### config.mk
export PLATFORM = sky130hd
export DESIGN_NAME = hamming_7_4_decoder_stream
export DESIGN_NICKNAME = d
export VERILOG_FILES = /design/src/rtl/hamming_pkg.sv /design/src/rtl/hamming_7_4_syndrome.sv /design/src/rtl/hamming_7_4_decoder_stream.sv
export SDC_FILE = /design/constraint.sdc
export NUM_CORES = 1
export LEC_CHECK = 0
export ABC_AREA = 1
export CORE_MARGIN = 5
export CORE_UTILIZATION = 55
export CTS_BUF_LIST = sky130_fd_sc_hd__clkbuf_4 sky130_fd_sc_hd__clkbuf_8
export CTS_CLUSTER_SIZE = 40
export DETAILED_ROUTE_END_ITERATION = 16
export PLACE_DENSITY_LB_ADDON = 0.15
export SKIP_CTS_REPAIR_TIMING = 1
export SLEW_MARGIN = 20
export SYNTH_ARGS = -nofsm -noshare
export SYNTH_HDL_FRONTEND = slang
export SYNTH_SLANG_ARGS = --single-unit
### constraint.sdc
create_clock -name clk -period 3.15 [get_ports clk]
set_input_delay 0.7875 -clock clk [delete_from_list [all_inputs] [get_ports clk]]
set_output_delay 0.7875 -clock clk [all_outputs]
set_load 0.01 [all_outputs]
### src/rtl/hamming_pkg.sv
// rtl/hamming_pkg.sv - Hamming(7,4) constants, parity equations and syndrome-to-bit map
package hamming_pkg;

    localparam int P = 3;
    localparam int N = 2**P - 1;
    localparam int K = 2**P - P - 1;

    // Parity bits {p2,p1,p0} for data {d3,d2,d1,d0}; shared with the encoder.
    function automatic logic [P-1:0] calc_parity(input logic [K-1:0] d);
        return {d[3] ^ d[2] ^ d[1],
                d[3] ^ d[2] ^ d[0],
                d[3] ^ d[1] ^ d[0]};
    endfunction

    function automatic logic [P-1:0] calc_syndrome(input logic [N-1:0] cw);
        return cw[P-1:0] ^ calc_parity(cw[N-1:P]);
    endfunction

    // One-hot mask of the codeword bit a nonzero syndrome points at.
    function automatic logic [N-1:0] syndrome_to_mask(input logic [P-1:0] syn);
        logic [N-1:0] mask;
        mask = '0;
        case (syn)
            3'b111:  mask = 7'b100_0000;
            3'b110:  mask = 7'b010_0000;
            3'b101:  mask = 7'b001_0000;
            3'b011:  mask = 7'b000_1000;
            3'b100:  mask = 7'b000_0100;
            3'b010:  mask = 7'b000_0010;
            3'b001:  mask = 7'b000_0001;
            default: mask = '0;
        endcase
        return mask;
    endfunction

endpackage

### src/rtl/hamming_7_4_syndrome.sv
// rtl/hamming_7_4_syndrome.sv - combinational syndrome and single-bit correction of a codeword
module hamming_7_4_syndrome
    import hamming_pkg::*;
(
    input  logic [N-1:0] codeword,
    output logic [P-1:0] syndrome,
    output logic [N-1:0] corrected
);

    assign syndrome  = calc_syndrome(codeword);
    assign corrected = codeword ^ syndrome_to_mask(syndrome);

endmodule

### src/rtl/hamming_7_4_decoder_stream.sv
// rtl/hamming_7_4_decoder_stream.sv - two-stage Hamming(7,4) decoder stream; HAMMING_ERR_COUNT_EN adds word/error counters
module hamming_7_4_decoder_stream #(
    parameter int P = 3
) (
    input  logic                 clk,
    input  logic                 rst,
    input  logic                 in_valid,
    output logic                 in_ready,
    input  logic [2**P-2:0]      in_msg,
    output logic                 out_valid,
    input  logic                 out_ready,
    output logic [2**P-P-2:0]    out_data,
    output logic                 out_corrected,
    output logic [P-1:0]         out_syndrome
`ifdef HAMMING_ERR_COUNT_EN
    ,
    input  logic                 clear_counts,
    output logic [15:0]          word_count,
    output logic [15:0]          err_count
`endif
);

    import hamming_pkg::*;

    if (P != 3) begin : g_bad_p
        $error("hamming_7_4_decoder_stream: only P=3 is supported");
    end

    logic           s1_valid;
    logic [N-1:0]   s1_msg;
    logic [P-1:0]   s1_syn;

    logic           s2_valid;
    logic [K-1:0]   s2_data;
    logic           s2_corr;
    logic [P-1:0]   s2_syn;

    logic           s2_ready;
    logic [N-1:0]   fixed_cw;
    logic [P-1:0]   fixed_syn;
    logic           unused_parity;

    // A stage can load when it is empty or its contents leave this cycle.
    assign s2_ready = !s2_valid || out_ready;
    assign in_ready = !s1_valid || s2_ready;

    always_ff @(posedge clk) begin
        if (rst) begin
            s1_valid <= 1'b0;
            s1_msg   <= '0;
            s1_syn   <= '0;
        end else if (in_ready) begin
            s1_valid <= in_valid;
            if (in_valid) begin
                s1_msg <= in_msg;
                s1_syn <= calc_syndrome(in_msg);
            end
        end
    end

    hamming_7_4_syndrome u_syndrome (
        .codeword  (s1_msg),
        .syndrome  (fixed_syn),
        .corrected (fixed_cw)
    );

    // Corrected parity bits are not part of the delivered result.
    assign unused_parity = ^fixed_cw[P-1:0];

    always_ff @(posedge clk) begin
        if (rst) begin
            s2_valid <= 1'b0;
            s2_data  <= '0;
            s2_corr  <= 1'b0;
            s2_syn   <= '0;
        end else if (s2_ready) begin
            s2_valid <= s1_valid;
            if (s1_valid) begin
                s2_data <= fixed_cw[N-1:P];
                s2_corr <= |s1_syn;
                s2_syn  <= fixed_syn;
            end
        end
    end

    assign out_valid     = s2_valid;
    assign out_data      = s2_data;
    assign out_corrected = s2_corr;
    assign out_syndrome  = s2_syn;

`ifdef HAMMING_ERR_COUNT_EN
    logic delivered;
    assign delivered = s2_valid && out_ready;

    always_ff @(posedge clk) begin
        if (rst || clear_counts) begin
            word_count <= '0;
            err_count  <= '0;
        end else if (delivered) begin
            if (word_count != 16'hFFFF) begin
                word_count <= word_count + 16'd1;
            end
            if (s2_corr && (err_count != 16'hFFFF)) begin
                err_count <= err_count + 16'd1;
            end
        end
    end
`endif

endmodule

==> run summary, run 1 <==
The global-route wire length before repair came out at 4050 um. The worst slew margin relative to its limit is approximately 72%. The share of the synthesized area in the top cell type came out at 39.1%. The initial antenna violation count came out at 0.

The share of the clock period used by the worst path after layout came out at 86.8%. The portion of total power attributed to the clock network is 32.3%. The post-synthesis average cell area is roughly 6.7 um2.

The maximum number of pins on one net before global-route repair is 17. The proportion of synthesized chip area in sequential cells is 39.1%. The critical setup path kind is in2out. Timing analysis after detailed placement gives a worst setup slack of 0.417 ns. The share of final-layout standard cells stronger than drive strength 1 is 6.86%. The max-cap check violation count is 0. The leakage power of the design is 0.602 nW. The source-to-sink clock delay at the later pin of the worst-skew pair came out at around 0.31 ns. The via count of the first global-routing pass came to 987. The number of placement rows is 15. The post-route minimum period is 2.73 ns. The I/O pin count is 21. The buffer depth of the longest clock path is 2. The count of distinct cell types in the synthesized netlist came out at 17. STA classifies the critical path startpoint as a primary input.

The layout net count is 187. The run finished with clean final reports. The detailed placer's ending HPWL came out at 1750 um. In the synthesized netlist the dominant register cell turns out to be sky130_fd_sc_hd__dfxtp_1. The maximum fanout along the worst path came out at 3. The net switching share of the total power is 27.8%.

The number of pins with negative max-slew slack in the final report is 0. IR analysis of the VDD net gives a maximum drop of 0.000467 V. CTS built an H-tree with a depth of 1. The clock skew is 0.00792 ns.

The net count of the mapped netlist came out at 165. The die is roughly 53 um tall. The number of detailed-routing iterations run before antenna repair came out at 4.

The initial core utilization is 58.7%. Summed over all layers, the global routing overflow is 0. The clock root buffer is sky130_fd_sc_hd__clkbuf_4. The setup TNS is 0 ns.

The share of total power dissipated in combinational logic is about a quarter. The port buffer count is 20. Ranked by total cell area, the synthesized netlist is headed by sky130_fd_sc_hd__dfxtp_1 39%, sky130_fd_sc_hd__nand2_1 16%, sky130_fd_sc_hd__xnor2_1 7.7%. The wire length after detailed routing came out at around 2200 um. The final hold violation count is 0. Counting instances, the worst hold path has a depth of 2. The total power density per cell area came out at between 500 and 600 nW/um2. The number of design-rule violations left by the first detailed-router iteration is 12. The total clock sinks is 20. The placeable core area is between 1500 and 2000 um2. In the global route stage, overall resource usage came out at 19.6%.

Counting the buffers created by CTS gives 3. Data on the critical path is required at its endpoint by 2.36 ns. The internal power came out at 0.000467 W. The arrival time reported for the critical path endpoint is 1.95 ns.

Of all cell types, the one taking the most synthesized area is sky130_fd_sc_hd__dfxtp_1. The number of cells traversed by the worst register-to-register path came out at 5. Routability-driven placement finished with a final weighted congestion of 0.874. The maximum frequency from static timing analysis is 366 MHz. The clock tree from TritonCTS is yes.

By instance count, the leading cell after synthesis is sky130_fd_sc_hd__nand2_1. The Yosys warning count is 0. Synthesis inferred 20 register bits. In the routed design, unresolved DRC markers number 0. The layout-stage area growth over the synthesis result is 26.1%. The total vias in the final route came out at 1041. The number of antenna diodes is 0. Setup repair after global routing left no endpoint under its margin. The clock-pin slew reported for the worst setup and hold paths after clock tree synthesis is 0.12 ns. The pin slew with the least headroom to its limit is 0.426 ns. The share of flip-flops with an asynchronous set or reset came out at 0%.

The mapped cell area came out at between 1000 and 1500 um2. The detail route stage leaves a number of antenna-violating nets equal to 0. The sequential share of power came out at 44.4%. The final core utilization came out at ~74%. The number of failing setup endpoints in the final timing report is 0. The die boundary width came out at about 53 um. The smallest setup slack after layout came out at 0.417 ns. The class of the tightest hold or removal check is reg2reg.

The number of enable flip-flop cells after synthesis came out at 0. In the routed layout, each cell is associated on average with a via count of 5.21. The number of instances in the synthesized netlist came out at 154. The total die area is approximately 2800 um2. The switching power of the nets came out at 0.000180 W. The commonest cells after synthesis are 45 x sky130_fd_sc_hd__nand2_1, 20 x sky130_fd_sc_hd__dfxtp_1, 17 x sky130_fd_sc_hd__inv_1. The critical path capture point type is an output pin.

In the final routed layout, each cell accounts on average for between 10 and 15 um.
[cells in the final DEF (no fill, tap or decap), drive strengths merged]
master	n
a21oi	13
bufinv	1
clkbuf	3
clkdlybuf4s50	20
dfxtp	20
inv	22
nand2	47
nand3	9
nand4	4
nor2	12
nor3	1
o211ai	3
o21ai	11
xnor2	9
[registers in the layout (all words and copies together) (netlist names)]
| name | flops |
|---|---|
| s1_syn | 3 |
| out_corrected | 1 |
| out_syndrome | 3 |
| s1_msg | 7 |
| out_valid | 1 |
| s1_valid | 1 |
| out_data | 4 |
[per-stage QoR]
step | hold slack, ns | cells | total power, W | area, um2
5_1_grt | 0.551 | 200 | 0.000688 | 1290
3_5_place_dp | 0.483 | 196 | 0.000443 | 1240
4_1_cts | 0.510 | 200 | 0.000651 | 1290
3_3_place_gp | 0.477 | 196 | 0.000435 | 1240
2_1_floorplan | 0.455 | 154 | 0.000389 | 1020
6_report | 0.507 | 200 | 0.000647 | 1290
[worst max-delay path: stages]
cell	delay, ns
sky130_fd_sc_hd__clkdlybuf4s50_1	0.45
sky130_fd_sc_hd__inv_1	0.05
sky130_fd_sc_hd__nand3_1	0.10
sky130_fd_sc_hd__clkdlybuf4s50_1	0.56
[final cells by class]
cell class,instances,area (um2)
multi-input combinational,109,526
fill,159,453
sequential,20,400
timing repair buffer,20,200
inverter,22,82.6
tap,25,31.3
clock inverter,1,30.0
clock buffer,3,22.5
[power by group through the flow]
stage | Sequential (W) | Clock (W) | Combinational, W
floorplan | 0.000294 | 0 | 0.0000949
global placement | 0.000292 | 0 | 0.000144
detailed placement | 0.000293 | 0 | 0.000150
CTS | 0.000287 | 0.000212 | 0.000152
global route | 0.000291 | 0.000226 | 0.000171
finish | 0.000287 | 0.000209 | 0.000151
[final timing paths]
check / startpoint / endpoint / slack [ns]
setup reg to reg: out_valid / s1_syn[0] / 1.74
hold reg to reg: s1_valid / out_valid / 0.51
hold / removal: s1_valid / out_valid / 0.51
setup / recovery: out_ready / in_ready / 0.42
[kinds of logic (layout without fill, tap and decap cells)]
group	Yosys count	after routing	share of synthesized area, %
compound gates	27	27	13.9
xor+xnor	9	9	7.69
buf+inv	25	46	9.65
flops	20	20	39.1
simple gates	73	73	29.7
[metal layers]
metal	vias up	global-route usage, %	wire length (um)
met1	473	20.6	929
met2	27	35.5	1160
li1	535	-	-
met3	6	3.94	99
met4	0	11.5	48
met5	-	0	0
No activity file was read; power rests on OpenSTA's default activity.
==> run 2: changes to the inputs <==
Settings changed: CELL_PAD_IN_SITES_DETAIL_PLACEMENT set to 0, CELL_PAD_IN_SITES_GLOBAL_PLACEMENT set to 2, CORE_UTILIZATION 55 to 30, SLEW_MARGIN 20 to unset.
==> run summary, run 2 (synthesis gave the netlist of run 1 again) <==
The clock-pin slew reported for the worst setup and hold paths after clock tree synthesis came out at 0.12 ns (about the same). The die height is 68.4 um (+29%). The initial core utilization is 31.0% (-28 points). In this run the clock root is driven by a sky130_fd_sc_hd__clkbuf_4. The worst setup path is launched from a primary input. The clock tree from TritonCTS is yes. The maximum fanout along the worst path came out at 3 (unchanged).

In the layout the commonest cells are 45 x sky130_fd_sc_hd__nand2_1, 20 x sky130_fd_sc_hd__clkdlybuf4s50_1, 20 x sky130_fd_sc_hd__dfxtp_1. The total vias in the final route came out at 997 (-4.2%). The filler cell count came out at 378 (+140%). The die boundary width is 68.4 um (+29%).

The startpoint identified for the worst register-to-register timing path is s1_msg[3]. The leakage power of the design was 0.602 nW (unchanged). The number of pins with negative max-slew slack in the final report is 0 (unchanged). The maximum resistive drop on vdd was 0.000234 V (-50%). The layout net count came out at 187 (unchanged). The number of design-rule violations left by the first detailed-router iteration was 31 (+19). The placeable core area was 3310 um2 (+90%). The multi-input combinational cell area is 526 um2 (unchanged).

The most common cell after layout, fill and taps aside is sky130_fd_sc_hd__nand2_1. The final hold violation count was 0 (unchanged). The number of buffers created by CTS came to 3 (unchanged). The smallest setup slack after layout is 0.438 ns (+0.0210 ns). The total clock sinks is 20 (unchanged).

The overall power after layout came out at 0.000646 W (-0.16%). The number of detailed-routing iterations run before antenna repair is 5 (+1). The initial antenna violation count is 0 (unchanged). The count of antenna-violating nets left after detailed routing was 0 (unchanged).

By startpoint and endpoint, the worst setup path is classified as in2out. The total die area is 4680 um2 (+66%). The setup slack after placement came to 0.427 ns (+0.0109 ns). The min-delay analysis places its worst path in the category reg2reg. The final RePlAce weighted congestion is 0.710 (-19%). The share of the clock period used by the worst path after layout is 86.1% (-0.67 points). The global-route wire length before repair came out at 4020 um (-0.86%). The setup TNS came out at 0 ns (unchanged). The pin slew with the least headroom to its limit is 0.453 ns (+0.0268 ns). s1_msg holds more flip-flops than any other register.

The count of placed standard cells in the final layout, fillers left out is 221 (+11%). The buffer depth of the longest clock path came out at 2 (unchanged). The maximum number of pins on one net before global-route repair is 17 (unchanged). The number of antenna diodes was 0 (unchanged). The worst slew margin relative to its limit was 69.7% (-1.8 points). The deepest level of the CTS H-tree is 1 (unchanged). The arrival time reported for the critical path endpoint is 1.92 ns (-0.03 ns). The number of flip-flops under the largest register name was 7 (unchanged).

The detailed placer's ending HPWL is 1860 um (+6.0%). The startpoint identified for the worst hold timing path is s1_valid. The port buffer count is 20 (unchanged). The number of placement rows came out at 21 (+6). The footprint of the flip-flops and latches is 400 um2 (unchanged). The I/O pin count came out at 21 (unchanged). The max-cap check violation count is 0 (unchanged). The run finished with clean final reports.

The source-to-sink clock delay at the later pin of the worst-skew pair came out at 0.30 ns (about the same). The critical path capture point type is an output pin. The average vias per placed instance is 4.51 (-13%). The data required time of the critical path is 2.36 ns (about the same). The total power density per cell area is 490 nW/um2 (-2.2%).

The overall fraction of global-route tracks in use was 11.6% (-8.0 points). The sum of overflow across all layers after global routing came out at 0 (unchanged). Setup repair after global routing left no endpoint under its margin. The wire length after detailed routing is 2350 um (+5.1%). The final core utilization is 39.8% (-34 points). The average wire length per cell after detail routing came out at 10.6 um (-4.8%). The maximum frequency from static timing analysis is 369 MHz (+0.77%). The clock skew is 0.00579 ns (-0.00213 ns).

The share of final-layout standard cells stronger than drive strength 1 is 6.86% (unchanged). The post-route minimum period came to 2.71 ns (-0.0210 ns). The via count of the first global-routing pass is 950 (-3.7%). The area growth from synthesis to layout is 28.7%. The total DRC errors in the routed layout came out at 0 (unchanged). The number of failing setup endpoints in the final timing report is 0 (unchanged). In this run the worst setup path begins at out_ready. The number of instances in the placed design is 217 (+11%).
-- run 2: cell counts in the layout (fill, tap and decap cells not counted) --
No cell type changed its count.
-- run 2: critical path: stages --
cell,delay (ns)
sky130_fd_sc_hd__clkdlybuf4s50_1,0.45
sky130_fd_sc_hd__inv_1,0.04
sky130_fd_sc_hd__nand3_1,0.09
sky130_fd_sc_hd__clkdlybuf4s50_1,0.55
-- run 2: layer usage --
metal	vias up	share of wire, %	global-route usage [%]	wire (um)
met4	0	0.72	2.98	17
met1	441	45	13.1	1060
li1	530	-	-	-
met3	2	5.5	3.45	130
met2	24	49	20.9	1150
met5	-	0	0	0
-- run 2: per-stage QoR --
step / cell area [um2] / hold slack (ns)
final: 1320 / 0.495
after global routing: 1320 / 0.525
after CTS: 1320 / 0.505
after detailed placement: 1270 / 0.486
after global placement: 1270 / 0.481
after floorplan: 1020 / 0.455
-- run 2: final timing paths --
check | to | slack (ns) | cells after the start
setup / recovery | in_ready | 0.44 | 4
hold / removal | out_valid | 0.50 | 2
setup reg to reg | out_data[1] | 1.70 | 11
hold reg to reg | out_valid | 0.50 | 2
-- run 2: power breakdown --
part	switching (W)	internal [W]	total, W
Combinational	0.0000844	0.0000657	0.000150
Sequential	0.0000144	0.000273	0.000287
Clock	0.0000802	0.000129	0.000209
Total	0.000179	0.000467	0.000646
-- run 2: area by class of cell --
class | instances | area share, %
Multi-Input combinational cell | 109 | 39.8
Sequential cell | 20 | 30.4
Timing Repair Buffer | 20 | 15.2
Inverter | 22 | 6.26
Tap cell | 46 | 4.36
Clock inverter | 1 | 2.28
Clock buffer | 3 | 1.71
